`src/rtl/dac_vol_arbiter.sv`:
```
// dac_vol_arbiter: round-robin sharing of one dac5571_set_vol between
// NUM_REQ requesters, each owning a one-entry slot.
// Optional build macro DAC_VOL_SKIP_SAME_EN: a granted code equal to
// cur_vol completes immediately without a DAC write.

// One requester slot: holds a captured code until the arbiter frees it.
module dac_vol_slot (
   input  logic       clk,
   input  logic       rst,
   input  logic       cap,
   input  logic       free,
   input  logic [7:0] vol_in,
   output logic       full,
   output logic [7:0] vol
);
   // capture has priority; cap and free never hit the same slot together
   always_ff @(posedge clk) begin
      if (rst) begin
         full <= 1'b0;
         vol  <= 8'h00;
      end else if (cap) begin
         full <= 1'b1;
         vol  <= vol_in;
      end else if (free) begin
         full <= 1'b0;
      end
   end
endmodule

module dac_vol_arbiter #(
   parameter int         NUM_REQ     = 3,
   parameter int         TIMEOUT_CYC = 50_000,
   parameter logic [7:0] VOL_INIT    = 8'h00
) (
   input  logic                 sclk,
   input  logic                 rst,
   input  logic [NUM_REQ-1:0]   req_valid,
   input  logic [NUM_REQ*8-1:0] req_vol,
   output logic [NUM_REQ-1:0]   req_ready,
   output logic [NUM_REQ-1:0]   req_done,
   output logic [NUM_REQ-1:0]   req_err,
   output logic [7:0]           dac_vol,
   output logic                 dac_set_trig,
   input  logic                 dac_set_done,
   output logic                 busy,
   output logic [7:0]           cur_vol
);
   localparam int IW = (NUM_REQ > 1) ? $clog2(NUM_REQ) : 1;
   localparam int CW = $clog2(TIMEOUT_CYC + 1);

   localparam logic [1:0] S_IDLE  = 2'd0;
   localparam logic [1:0] S_ISSUE = 2'd1;
   localparam logic [1:0] S_WAIT  = 2'd2;

   logic [1:0]                 state;
   logic [IW-1:0]              ptr;
   logic [IW-1:0]              gnt;
   logic [CW-1:0]              cnt;
   logic [NUM_REQ-1:0]         slot_full;
   logic [NUM_REQ-1:0][7:0]    slot_vol;
   logic [NUM_REQ-1:0]         free;
   logic [IW-1:0]              nxt_idx;
   logic                       any_full;
   logic                       timeout;

   function automatic logic [IW-1:0] ptr_inc(input logic [IW-1:0] i);
      return (i == IW'(NUM_REQ - 1)) ? '0 : i + 1'b1;
   endfunction

   for (genvar i = 0; i < NUM_REQ; i++) begin : g_slot
      dac_vol_slot u_slot (
         .clk    (sclk),
         .rst    (rst),
         .cap    (req_valid[i] & ~slot_full[i]),
         .free   (free[i]),
         .vol_in (req_vol[8*i +: 8]),
         .full   (slot_full[i]),
         .vol    (slot_vol[i])
      );
   end

   assign req_ready    = ~slot_full;
   assign dac_set_trig = (state == S_ISSUE);
   assign busy         = (state != S_IDLE);
   assign timeout      = (cnt == CW'(TIMEOUT_CYC - 1));

   // first full slot from ptr upward with wrap; scanning downward lets the
   // lowest offset win without an early exit
   always_comb begin
      int tmp;
      logic [IW-1:0] idx;
      nxt_idx  = '0;
      any_full = 1'b0;
      tmp      = 0;
      idx      = '0;
      for (int k = NUM_REQ - 1; k >= 0; k--) begin
         tmp = int'(ptr) + k;
         if (tmp >= NUM_REQ) tmp = tmp - NUM_REQ;
         idx = IW'(tmp);
         if (slot_full[idx]) begin
            nxt_idx  = idx;
            any_full = 1'b1;
         end
      end
   end

   // slot release, on the same edge that raises req_done/req_err
   always_comb begin
      free = '0;
      if (state == S_WAIT && (dac_set_done || timeout)) free[gnt] = 1'b1;
`ifdef DAC_VOL_SKIP_SAME_EN
      if (state == S_IDLE && any_full && slot_vol[nxt_idx] == cur_vol)
         free[nxt_idx] = 1'b1;
`endif
   end

   // scheduler FSM: IDLE -> ISSUE -> WAIT -> IDLE
   always_ff @(posedge sclk) begin
      if (rst) begin
         state    <= S_IDLE;
         ptr      <= '0;
         gnt      <= '0;
         cnt      <= '0;
         dac_vol  <= VOL_INIT;
         cur_vol  <= VOL_INIT;
         req_done <= '0;
         req_err  <= '0;
      end else begin
         req_done <= '0;
         req_err  <= '0;
         case (state)
            S_IDLE: begin
               if (any_full) begin
`ifdef DAC_VOL_SKIP_SAME_EN
                  if (slot_vol[nxt_idx] == cur_vol) begin
                     req_done[nxt_idx] <= 1'b1;
                     ptr               <= ptr_inc(nxt_idx);
                  end else begin
                     gnt     <= nxt_idx;
                     dac_vol <= slot_vol[nxt_idx];
                     state   <= S_ISSUE;
                  end
`else
                  gnt     <= nxt_idx;
                  dac_vol <= slot_vol[nxt_idx];
                  state   <= S_ISSUE;
`endif
               end
            end
            S_ISSUE: begin
               cnt   <= '0;
               state <= S_WAIT;
            end
            S_WAIT: begin
               // done wins over a simultaneous timeout
               if (dac_set_done) begin
                  cur_vol       <= dac_vol;
                  req_done[gnt] <= 1'b1;
                  ptr           <= ptr_inc(gnt);
                  state         <= S_IDLE;
               end else if (timeout) begin
                  req_err[gnt] <= 1'b1;
                  ptr          <= ptr_inc(gnt);
                  state        <= S_IDLE;
               end else begin
                  cnt <= cnt + 1'b1;
               end
            end
            default: state <= S_IDLE;
         endcase
      end
   end
endmodule

```
`config.mk`:
```
export PLATFORM = sky130hd
export DESIGN_NAME = dac_vol_arbiter
export DESIGN_NICKNAME = d
export VERILOG_FILES = /design/src/rtl/dac_vol_arbiter.sv
export SDC_FILE = /design/constraint.sdc
export NUM_CORES = 1
export LEC_CHECK = 0
export BUFFER_PORTS_ARGS = -buffer_cell sky130_fd_sc_hd__buf_2
export CAP_MARGIN = 5
export CORE_ASPECT_RATIO = 0.6
export CORE_MARGIN = 4
export CORE_UTILIZATION = 50
export DETAILED_ROUTE_END_ITERATION = 8
export PLACE_DENSITY = 0.8
export SETUP_SLACK_MARGIN = 0.02
export SLEW_MARGIN = 20
export SYNTH_ARGS = -nofsm -noshare
export SYNTH_HDL_FRONTEND = slang
export SYNTH_HIERARCHICAL = 1
export SYNTH_SLANG_ARGS = --single-unit
```
`constraint.sdc`:
```
create_clock -name sclk -period 4.5 [get_ports sclk]
set_input_delay 0.45 -clock sclk [delete_from_list [all_inputs] [get_ports sclk]]
set_output_delay 0.45 -clock sclk [all_outputs]
set_load 0.005 [all_outputs]
```
# ---- Word level (Yosys, flattened, before mapping)
# Cells that the tools add are included.
dict set report totals {
  reg_bits 71
  input_bits 30
  output_inout_bits 27
  word_cells 101
}
dict set report op_classes {
  n_addsub 7
  n_lt_le_gt_ge 9
  n_eq_ne 8
  mux 36
  n_bitwise 10
  reduce_logical 17
}
# operator count
set ops {}
lappend ops {{$mux W16} 2}
lappend ops {{$pmux W16 S2} 1}
lappend ops {{$mux W2} 12}
lappend ops {{$add A16 B1 Y16 const B} 1}
lappend ops {{$bmux W8 S2} 1}
lappend ops {{$eq A16 B16 Y1 const B} 1}
lappend ops {{$lt A2 B3 Y1 const B} 5}
lappend ops {{$mux W1} 13}
lappend ops {{$reduce_bool A2 Y1} 6}
lappend ops {{$mux W8} 1}
lappend ops {{$reduce_and A2 Y1} 4}
lappend ops {{$bmux W1 S2} 3}
lappend ops {{$ge A3 B2 Y1 const B} 2}
lappend ops {{$ne A2 B2 Y1 const B} 3}
lappend ops {{$not A1 Y1} 6}
lappend ops {{$pmux W2 S3} 1}
lappend ops {{$sub A2 B2 Y2 const B} 3}
lappend ops {{$eq A2 B2 Y1 const B} 2}
lappend ops {{$reduce_or A4 Y1} 1}
lappend ops {{$add A2 B1 Y3 const B} 1}
lappend ops {{$add A2 B2 Y3 const B} 1}
lappend ops {{$and A1 B1 Y1} 3}
lappend ops {{$mux W3} 1}
lappend ops {{$ne A3 B3 Y1 const B} 1}
lappend ops {{other kinds (11)} 12}

# ---- Logic depth before layout (Yosys ltp)
# Gate-level depths: netlist (run 1).
dict set report logic_depth {
  ltp_word 10
  ltp_mapped 9
  depth_no_buf 7
}

# ---- Cells and area by module
# Netlist (run 1), hierarchy kept.
# module n_inst cells_each area_each_um2 seq_area_each_um2
set by_module_without_submodules {}
lappend by_module_without_submodules {dac_vol_arbiter 1 302 2538.7 880.8}
lappend by_module_without_submodules {dac_vol_slot 3 30 321.6 180.2}

# ---- Least setup slack after synthesis (run 1)
# Ideal clock, no wire load.
dict set report synth_path {
  path_kind {register -> register}
  start {reg ptr[0]}
  end {reg gnt[1]}
  setup_time_ns 0.114
  t_arrival_ns 1.957
  t_required_ns 4.386
  slack_ns 2.428
  stages_incl_launch_ff 10
  path_buffers 2
  period_less_slack_ns 2.072
  path_cell_list {dfxtp_1 > inv_1 > ha_1 > clkbuf_8 > nand3b_1 > o21ai_2 > o41ai_4 > buf_6 > mux2i_1 > nor2_1}
}
dict set report synth_between {
  elab_chain_cells 9
  elab_cells_between_ends 24
  classes_between {add/sub (5); order compare (3); mux (15); reduce/logical (1)}
}
# item line
set synth_rtl {}
lappend synth_rtl {{start, declared} 56} ;# logic [IW-1:0] ptr;
lappend synth_rtl {{start signal, assigned} 159} ;# ptr <= ptr_inc(gnt);
lappend synth_rtl {{start signal, assigned} 163} ;# ptr <= ptr_inc(gnt);
lappend synth_rtl {{$add A2 B2 Y3} 97} ;# tmp = int'(ptr) + k;
lappend synth_rtl {{$ge A3 B2 Y1 or $sub A2 B2 Y2 (tied branches)} 98} ;# if (tmp >= NUM_REQ) tmp = tmp - NUM_REQ;
lappend synth_rtl {{$mux W2} 98}
lappend synth_rtl {{$bmux W1 S2} 100} ;# if (slot_full[idx]) begin
lappend synth_rtl {{$mux W1 (not written as such)} 100}
lappend synth_rtl {{$mux W1 (3 in a row)} 100}
lappend synth_rtl {{$reduce_and A2 Y1 (no line)} --}
lappend synth_rtl {{end signal, assigned} 144} ;# gnt <= nxt_idx;
lappend synth_rtl {{end, declared} 57} ;# logic [IW-1:0] gnt;
# Parallel ways exist; a longest one is shown, timed or not. The select of a mux whose other input is x is not followed.
# A chain may end at the register's enable or synchronous reset.

# ---- Worst setup path in the final report (run 1)
dict set report layout_path {
  start {reg ptr[1]}
  end {reg dac_vol[7]}
}
dict set report layout_between {
  elab_chain_cells 10
  elab_cells_between_ends 26
  classes_between {add/sub (5); order compare (3); mux (17); reduce/logical (1)}
}
# item line
set layout_rtl {}
lappend layout_rtl {{$add A2 B2 Y3} 97}
lappend layout_rtl {{$ge A3 B2 Y1 or $sub A2 B2 Y2 (tied branches)} 98}
lappend layout_rtl {{$mux W2} 98}
lappend layout_rtl {{$bmux W1 S2} 100}
lappend layout_rtl {{$mux W1 (not written as such)} 100}
lappend layout_rtl {{$mux W2 (3 in a row)} 100}
lappend layout_rtl {{$bmux W8 S2} 145} ;# dac_vol <= slot_vol[nxt_idx];
lappend layout_rtl {{$mux W8 (not written as such)} 145}
lappend layout_rtl {{end signal, assigned} 145}
lappend layout_rtl {{end, declared} 42} ;# output logic [7:0] dac_vol,
# Parallel ways exist; a longest one is shown, timed or not. The select of a mux whose other input is x is not followed.

==> results of run 1 <==
==> cells by family after synthesis <==
| group | count (synthesis) | share of synthesized area, % |
|---|---|---|
| mux | 30 | 9.29 |
| fa+ha+maj | 7 | 2.50 |
| simple gates | 156 | 23.7 |
| buf+inv | 49 | 7.54 |
| xor+xnor | 2 | 0.500 |
| flops | 71 | 40.6 |
| compound gates | 77 | 15.9 |
==> stage by stage <==
stage                     instance area, µm²  util, %  cells  total power (W)  worst slack, ns
after floorplan                         3500        -    392         0.000948             2.43
after global placement                  3730     55.4    512          0.00102             2.00
after detailed placement                3730     55.4    512          0.00103             1.90
after CTS                               4080     60.6    528          0.00185             1.84
after global routing                    4080     60.6    528          0.00192             1.62
final                                   4080     60.6    528          0.00185             1.83
==> layout make-up <==
class	count	area [µm²]
repair buffers	58	295
flip-flops and latches	71	1420
inverters	24	90.1
well taps	87	109
clock buffers	10	239
clock inverters	6	108
multi-input cells	272	1820
fillers	579	2650
==> placed cells by master, fill, tap and decap left out, types with 3 or more instances in the layout <==
master	instances
sky130_fd_sc_hd__nand2_1	25
sky130_fd_sc_hd__nand3_1	26
sky130_fd_sc_hd__o21ai_0	6
sky130_fd_sc_hd__a31oi_1	4
sky130_fd_sc_hd__nor4_1	4
sky130_fd_sc_hd__o31ai_1	12
sky130_fd_sc_hd__and3_1	4
sky130_fd_sc_hd__ha_1	7
sky130_fd_sc_hd__clkbuf_16	9
sky130_fd_sc_hd__dfxtp_1	71
sky130_fd_sc_hd__mux2i_1	28
sky130_fd_sc_hd__and4b_1	3
sky130_fd_sc_hd__nor3b_1	8
sky130_fd_sc_hd__a21oi_1	26
sky130_fd_sc_hd__a21oi_2	3
sky130_fd_sc_hd__nor2b_1	6
sky130_fd_sc_hd__inv_1	24
sky130_fd_sc_hd__bufinv_16	3
sky130_fd_sc_hd__buf_2	56
sky130_fd_sc_hd__nor2_1	37
sky130_fd_sc_hd__nor3_1	12
sky130_fd_sc_hd__nand4_1	4
sky130_fd_sc_hd__o21a_1	4
sky130_fd_sc_hd__a211o_2	8
sky130_fd_sc_hd__or4_1	5
sky130_fd_sc_hd__nand2b_1	9
==> tightest hold or removal path, stage by stage <==
cell,delay [ns]
sky130_fd_sc_hd__buf_2,0.08
sky130_fd_sc_hd__mux2i_1,0.05
sky130_fd_sc_hd__nor2_1,0.07
==> power by group through the flow <==
stage	combinational [W]	clock (W)	sequential (W)
CTS	0.000313	0.000835	0.000705
floorplan	0.000240	0	0.000708
detailed placement	0.000309	0	0.000718
global route	0.000349	0.000858	0.000711
finish	0.000315	0.000831	0.000707
global placement	0.000299	0	0.000717
==> layer usage <==
| layer | share of wire [%] | GRT usage, % | vias up |
|---|---|---|---|
| li1 | - | - | 1486 |
| met1 | 45 | 31.5 | 1464 |
| met2 | 42 | 31.0 | 159 |
| met3 | 11 | 5.72 | 18 |
| met4 | 1.8 | 7.59 | 0 |
| met5 | 0 | 0 | - |
==> flip-flops by register name (all words and copies together), names as in the netlist <==
register / cells
dac_vol: 8
g_slot.u_slot/vol: 24
gnt: 2
state: 2
req_done: 3
cnt: 16
cur_vol: 8
g_slot.u_slot/full: 3
ptr: 2
req_err: 3
==> final timing paths <==
path	start	to	slack [ns]	depth (start not counted)
max reg2reg	ptr[1]$_SDFFE_PP0N_	dac_vol[7]$_SDFFE_PP0P_	1.83	7
min reg2reg	cur_vol[3]$_SDFFE_PP0N_	cur_vol[3]$_SDFFE_PP0N_	0.47	2
max	ptr[1]$_SDFFE_PP0N_	dac_vol[7]$_SDFFE_PP0P_	1.83	7
min	req_vol[2]	g_slot[0].u_slot/vol[2]$_SDFFE_PP0P_	0.35	3
==> flow_results.org, run 1 <==
** Outcome
- Run status :: finished, final reports clean

** Setup path
- CP bufs+invs :: 1
- Type of the setup path with the least slack :: flop to flop
- Of all nets on the critical path, the largest fanout is 16.
- Req. time, crit path :: 4.72 ns
- Critical path startpoint category :: flop
- Maximum cell stage delay along the critical path :: 0.84 ns
- Standard cell with the maximum stage delay on the critical path :: sky130_fd_sc_hd__o2bb2ai_1
- At the worst endpoint, the arrival time is 2.89 ns.
- Capturing element type of the critical path :: flop
- Gate family responsible for the most delay along the worst path :: compound AO/OA/AOI/OAI gates
- Critical path cell sequence :: inv_1 -> ha_1 -> mux2i_4 -> o21ai_2 -> o2bb2ai_1 -> nor3b_1 -> o31ai_1

** Synthesis
- Number of flops mapped to enable cells by yosys :: 0
- After synthesis, the share of flip-flops with an asynchronous set or reset is 0%.
- Cell types with the largest area share after synthesis :: sky130_fd_sc_hd__dfxtp_1 (41%), sky130_fd_sc_hd__mux2i_1 (8.0%), sky130_fd_sc_hd__nor2_1 (4.0%)
- Post-synth top area cell :: sky130_fd_sc_hd__dfxtp_1
- In this run the cell area of the synthesized design comes to 3500 µm².
- Synthesized area per cell :: 8.94 µm²
- For this run, the number of Yosys warnings is 6.
- Number of cells produced by synthesis :: 392
- The most common cell in the synthesized netlist is sky130_fd_sc_hd__dfxtp_1.
- In this run the biggest area consumer among cell types represents 40.6% of the synthesized area.
- Top cells by instance count after synthesis :: sky130_fd_sc_hd__dfxtp_1 (71), sky130_fd_sc_hd__nor2_1 (37), sky130_fd_sc_hd__mux2i_1 (28), sky130_fd_sc_hd__a21oi_1 (26), sky130_fd_sc_hd__nand3_1 (26)
- Sequential cells were found to cover 40.6% of the synthesized design area.
- The synthesized design contains 71 register bits.
- Net Count, Synth :: 429
- Among all flip-flop cells after synthesis, the most frequent one is sky130_fd_sc_hd__dfxtp_1.
- Number of distinct library cells after synthesis :: 53

** Die
- Overall die width :: 116 µm
- Overall die area :: 8450 µm²
- Total core area :: 6730 µm²
- Row generation in the floorplan step produced 23 rows.
- Floorplan die height :: 72.8 µm
- Number of top-level pins :: 57
- The initial utilization of the core area, before any placement, comes to 52.0%.

** Power and ir drop
- Sequential share of power :: 38.2%
- In this run, the combinational gates consume 17.0% of the power.
- The clock network is responsible for 44.8% of the overall power.
- Internal Dissipation :: 0.00135 W
- Dividing total power by cell area gives a power density of 454 nW/µm².
- Net Switching :: 0.000500 W
- The analysis attributes to cell leakage a power of 1.67 nW.
- Switching share of total power :: 27.0%
- VDD IR max :: 0.335 mV

** Placed design
- Detailed placement finished with a half-perimeter wire length of 6210 µm.
- Number of port buffers :: 56
- RePlAce Congestion :: 0.936

** Clock network
- Clk Latency, worst-skew pair :: 0.34 ns
- Number of buffers on the longest clock path :: 2
- Number of buffers inserted during clock tree synthesis :: 9
- Clk Tree Root Cell :: sky130_fd_sc_hd__clkbuf_16
- Sinks on the clock net :: 71
- After clock tree synthesis, the repair step resized 0 gates.
- The number of hold buffers added after CTS was 0.
- After clock tree synthesis, the clock-pin slew on the worst setup and hold paths is 0.06 ns.
- Post-CTS setup buffer count :: 0
- Deepest level of the CTS H-tree :: 3
- Clock tree from TritonCTS :: done

** STA
- Setup Skew :: 0.00873 ns
- FMAX :: 374 MHz
- The worst path needs 2.67 ns of the cycle, external delays included.
- Final setup viols :: 0
- In the finished design, the share of the clock period the worst path needs comes to 59.4%.
- The final-report hold violation count was 0.
- Setup TNS after final layout :: 0 ns
- Total count of max-transition violations in the final report :: 0
- At the pin with the least slew margin, the transition time is 1.09 ns.
- Slew margin rel. :: 27.1%
- RSZ-0062 raised after global routing :: no
- Worst hold slack across all endpoints :: 0.351 ns

** Global route
- Pin count of the biggest net entering global routing :: 53
- The via count of the first global-routing pass is 2829.
- Total routing resource utilization after global routing :: 21.7%
- Overflow left after global routing :: 0
- Global-route wire length before repair :: 14200 µm
- Antenna violations before repair :: 0

** Route
- Pre-antenna DRT Iters :: 5
- In the routed design, unresolved DRC markers number 0.
- Vias per cell :: 5.92
- In this run, the number of DRC markers left after iteration 0 of detailed routing was 264.
- Once detail routing completed, the nets flagged for antenna violations numbered 0.
- Post-detailed-route wirelength per cell :: 16.8 µm
- Post-detailed-routing wire length :: 8870 µm
- Via Count :: 3127

** Final layout
- The post-route netlist has 21.1% of its cells at a drive strength greater than 1.
- Net total in the final layout :: 473
- Diodes inserted :: 0
- Compared with the post-synthesis result, the final layout area differs by 16.5%.

** Job
- Number of max-capacitance violations reported :: 0

** Hold path
- The path class of the tightest hold or removal check is input pin to flop.
No activity file was read; power rests on OpenSTA's default activity.
==> inputs of run 2 (changes only) <==
--- a/config.mk
+++ b/config.mk
@@ -11,7 +11,7 @@
 export CORE_MARGIN = 4
 export CORE_UTILIZATION = 50
 export DETAILED_ROUTE_END_ITERATION = 8
-export PLACE_DENSITY = 0.8
+export PLACE_DENSITY = 0.83
 export SETUP_SLACK_MARGIN = 0.02
 export SLEW_MARGIN = 20
 export SYNTH_ARGS = -nofsm -noshare
==> constraint.sdc (replaced) <==
create_clock -name sclk -period 2.4 [get_ports sclk]
set_input_delay 0.24 -clock sclk [delete_from_list [all_inputs] [get_ports sclk]]
set_output_delay 0.24 -clock sclk [all_outputs]
set_load 0.005 [all_outputs]
==> run 2 against run 1 <==
Clock-buffer cell count up 2. Non-clock buffer count up 10. Critical path type unchanged. Worst setup slack worse by 1.6 ns. First-iteration DRC count down 15%. Register-to-register slack worse by 1.6 ns. Clock skew down 0.0042 ns. Maximum frequency up 21%. Die area unchanged. Wire length up 0.34%. Combinational power up 110%. Worst hold slack worse by 0.20 ns. Largest cell class unchanged. Via count down 0.64%.
==> flow_results.org, run 2 (synthesis results as in run 1) <==
** STA
- Slew margin rel. :: 72.1%
- The smallest clock period supported by the final layout is computed as 2.21 ns.
- Derived from the worst setup path, the maximum achievable clock frequency is 452 MHz.
- Endpoints failing hold :: 0
- Setup violations remaining at the end of the flow were counted as 0.
- Worst Max-Slew Pin Slew :: 0.414 ns
- The final number of max-transition violations is 0.
- For the final routed database, the setup TNS stands at 0 ns.
- For the final database, setup skew stands at 0.00457 ns.
- RSZ-0062 raised after global routing :: no
- Tcrit/Tclk final :: 92.2%

** Route
- Summed over all layers, the routed wires come to 8900 µm.
- Post-route ant nets :: 0
- In the final routed layout, each cell accounts on average for 16.5 µm.
- After the first detailed-routing iteration, the DRC count stood at 225.
- Before antenna repair, the detailed router went through 5 iterations.
- For this block, the via count after detailed routing is 3107.
- Vias per cell :: 5.78
- For this run, design rule violations remaining after detail routing come to 0.

** Setup path
- Arrival time at the worst endpoint :: 2.45 ns
- Critical path startpoint category :: flop
- Critical path cell sequence :: inv_1 -> ha_1 -> or2b_2 -> a21oi_2 -> o41ai_4 -> buf_12 -> a211o_2 -> o31ai_1
- The critical path contains buffers and inverters numbering 2 combined.
- Type of the setup path with the least slack :: flop to flop
- On the critical path the largest part of the delay comes from compound AO/OA/AOI/OAI gates.
- Crit Path Max Fanout :: 19
- The largest individual stage delay along the critical path comes from the cell sky130_fd_sc_hd__ha_1.
- Maximum cell stage delay along the critical path :: 0.35 ns
- STA classifies the critical path endpoint as a flop.
- Req. time, crit path :: 2.64 ns

** Die
- The die covers 8450 µm².
- 57 I/O pins were placed.
- Overall die width :: 116 µm
- Floorplan die height :: 72.8 µm
- Row Count :: 23
- Starting utilization of the core area :: 52.0%
- Total core area :: 6730 µm²

** Clock network
- Clk Tree Root Cell :: sky130_fd_sc_hd__clkbuf_16
- Post-CTS setup buffer count :: 0
- The H-tree was split into 3 levels.
- Clk Latency, worst-skew pair :: 0.33 ns
- No sink is reached through more buffers than the 2 on the longest clock path.
- Counting the buffers created by CTS gives 9.
- Clk pin slew, worst setup/hold paths :: 0.06 ns
- Clock tree from TritonCTS :: done
- The clock drives 71 sinks.

** Job
- Across the run, the number of max-cap violations was 0.

** Global route
- Entering global routing, the biggest net connects 39 pins.
- The via count of the first global-routing pass is 2955.
- Antenna violations before repair :: 0
- Total routing resource utilization after global routing :: 22.3%
- Global-route wire length before repair :: 14700 µm
- Overflow left after global routing :: 0

** Final layout
- Top register by number of flip-flops :: g_slot.u_slot/vol
- Cells fill 61.4% of the core in the end.
- Fraction of final layout cells sized beyond drive strength 1 :: 22.6%
- Top library cells by usage in the layout, fill and taps aside :: sky130_fd_sc_hd__dfxtp_1 (71), sky130_fd_sc_hd__buf_2 (56), sky130_fd_sc_hd__nor2_1 (37)
- From synthesis to final layout, the design area changed by 18.1%.
- The final layout contains 483 nets.
- After routing the design area is 4140 µm².
- The register with the most flip-flops in the layout has 24 of them.
- Most common cell after layout, fill and taps aside :: sky130_fd_sc_hd__dfxtp_1
- Registers with the highest flip-flop counts :: g_slot.u_slot/vol x24, cnt x16
- Fillers :: 591
- Diodes inserted :: 0

** Placed design
- Post-DP HPWL :: 6430 µm
- The congestion estimate from routability-driven global placement came to 0.901.
- Cell Area, Placed :: 3830 µm²
- Number of port buffers :: 56

** Power and ir drop
- The design draws 0.00331 W.
- For this design the ratio of total power to cell area is 801 nW/µm².
- Leakage power figure :: 1.70 nW
- VDD IR max :: 0.460 mV

** Hold path
- The min-delay analysis places its worst path in the category input pin to flop.

** Outcome
- Run status :: finished, final reports clean
[run 2: cell types whose count changed in the layout (fill, tap and decap cells not counted), sizes merged]
cell and delta:
clkbuf +2, buf +10, bufinv -2
[run 2: area by class of cell]
class	instances	area, µm²	share of cell area [%]
clock inverters	4	55.1	1.33
clock buffers	12	246	5.96
multi-input cells	272	1820	44.0
inverters	24	90.1	2.18
repair buffers	68	395	9.56
well taps	87	109	2.63
flip-flops and latches	71	1420	34.4
[run 2: routing by layer]
layer,GRT usage (%),share of wire [%],up-vias
li1,-,-,1508
met2,34.5,45,125
met4,5.66,0.92,0
met3,6.55,9.1,11
met1,30.9,45,1463
met5,0,0,-
[run 2: tightest hold or removal path: stages]
cell and delay, ns:
sky130_fd_sc_hd__buf_2 0.08, sky130_fd_sc_hd__mux2i_1 0.05, sky130_fd_sc_hd__nor2_1 0.07
[run 2: worst paths after layout]
check | startpoint | to | depth (start not counted) | slack [ns]
min | req_vol[6] | g_slot[0].u_slot/vol[6]$_SDFFE_PP0P_ | 3 | 0.15
max | ptr[0]$_SDFFE_PP0N_ | dac_vol[0]$_SDFFE_PP0P_ | 8 | 0.19
max reg2reg | ptr[0]$_SDFFE_PP0N_ | dac_vol[0]$_SDFFE_PP0P_ | 8 | 0.19
min reg2reg | cur_vol[2]$_SDFFE_PP0N_ | cur_vol[2]$_SDFFE_PP0N_ | 2 | 0.46
[run 2: repair_timing]
item                                    in CTS  in global routing
endpoints found under the setup margin       0                  2
hold buffers                                 0                  0
gates resized for setup                      0                  1
[run 2: stage by stage]
stage / std cells / hold slack [ns] / setup WS, ns
floorplan: 392 / 0.387 / 0.328
global placement: 522 / 0.448 / 0.261
detailed placement: 522 / 0.458 / 0.157
CTS: 538 / 0.143 / 0.134
global route: 538 / 0.147 / 0.0470
finish: 538 / 0.148 / 0.187
[run 2: power breakdown]
group | total, W | internal [W] | switching, W
sequential | 0.00132 | 0.00125 | 0.0000706
combinational | 0.000658 | 0.000289 | 0.000369
clock | 0.00133 | 0.000837 | 0.000495
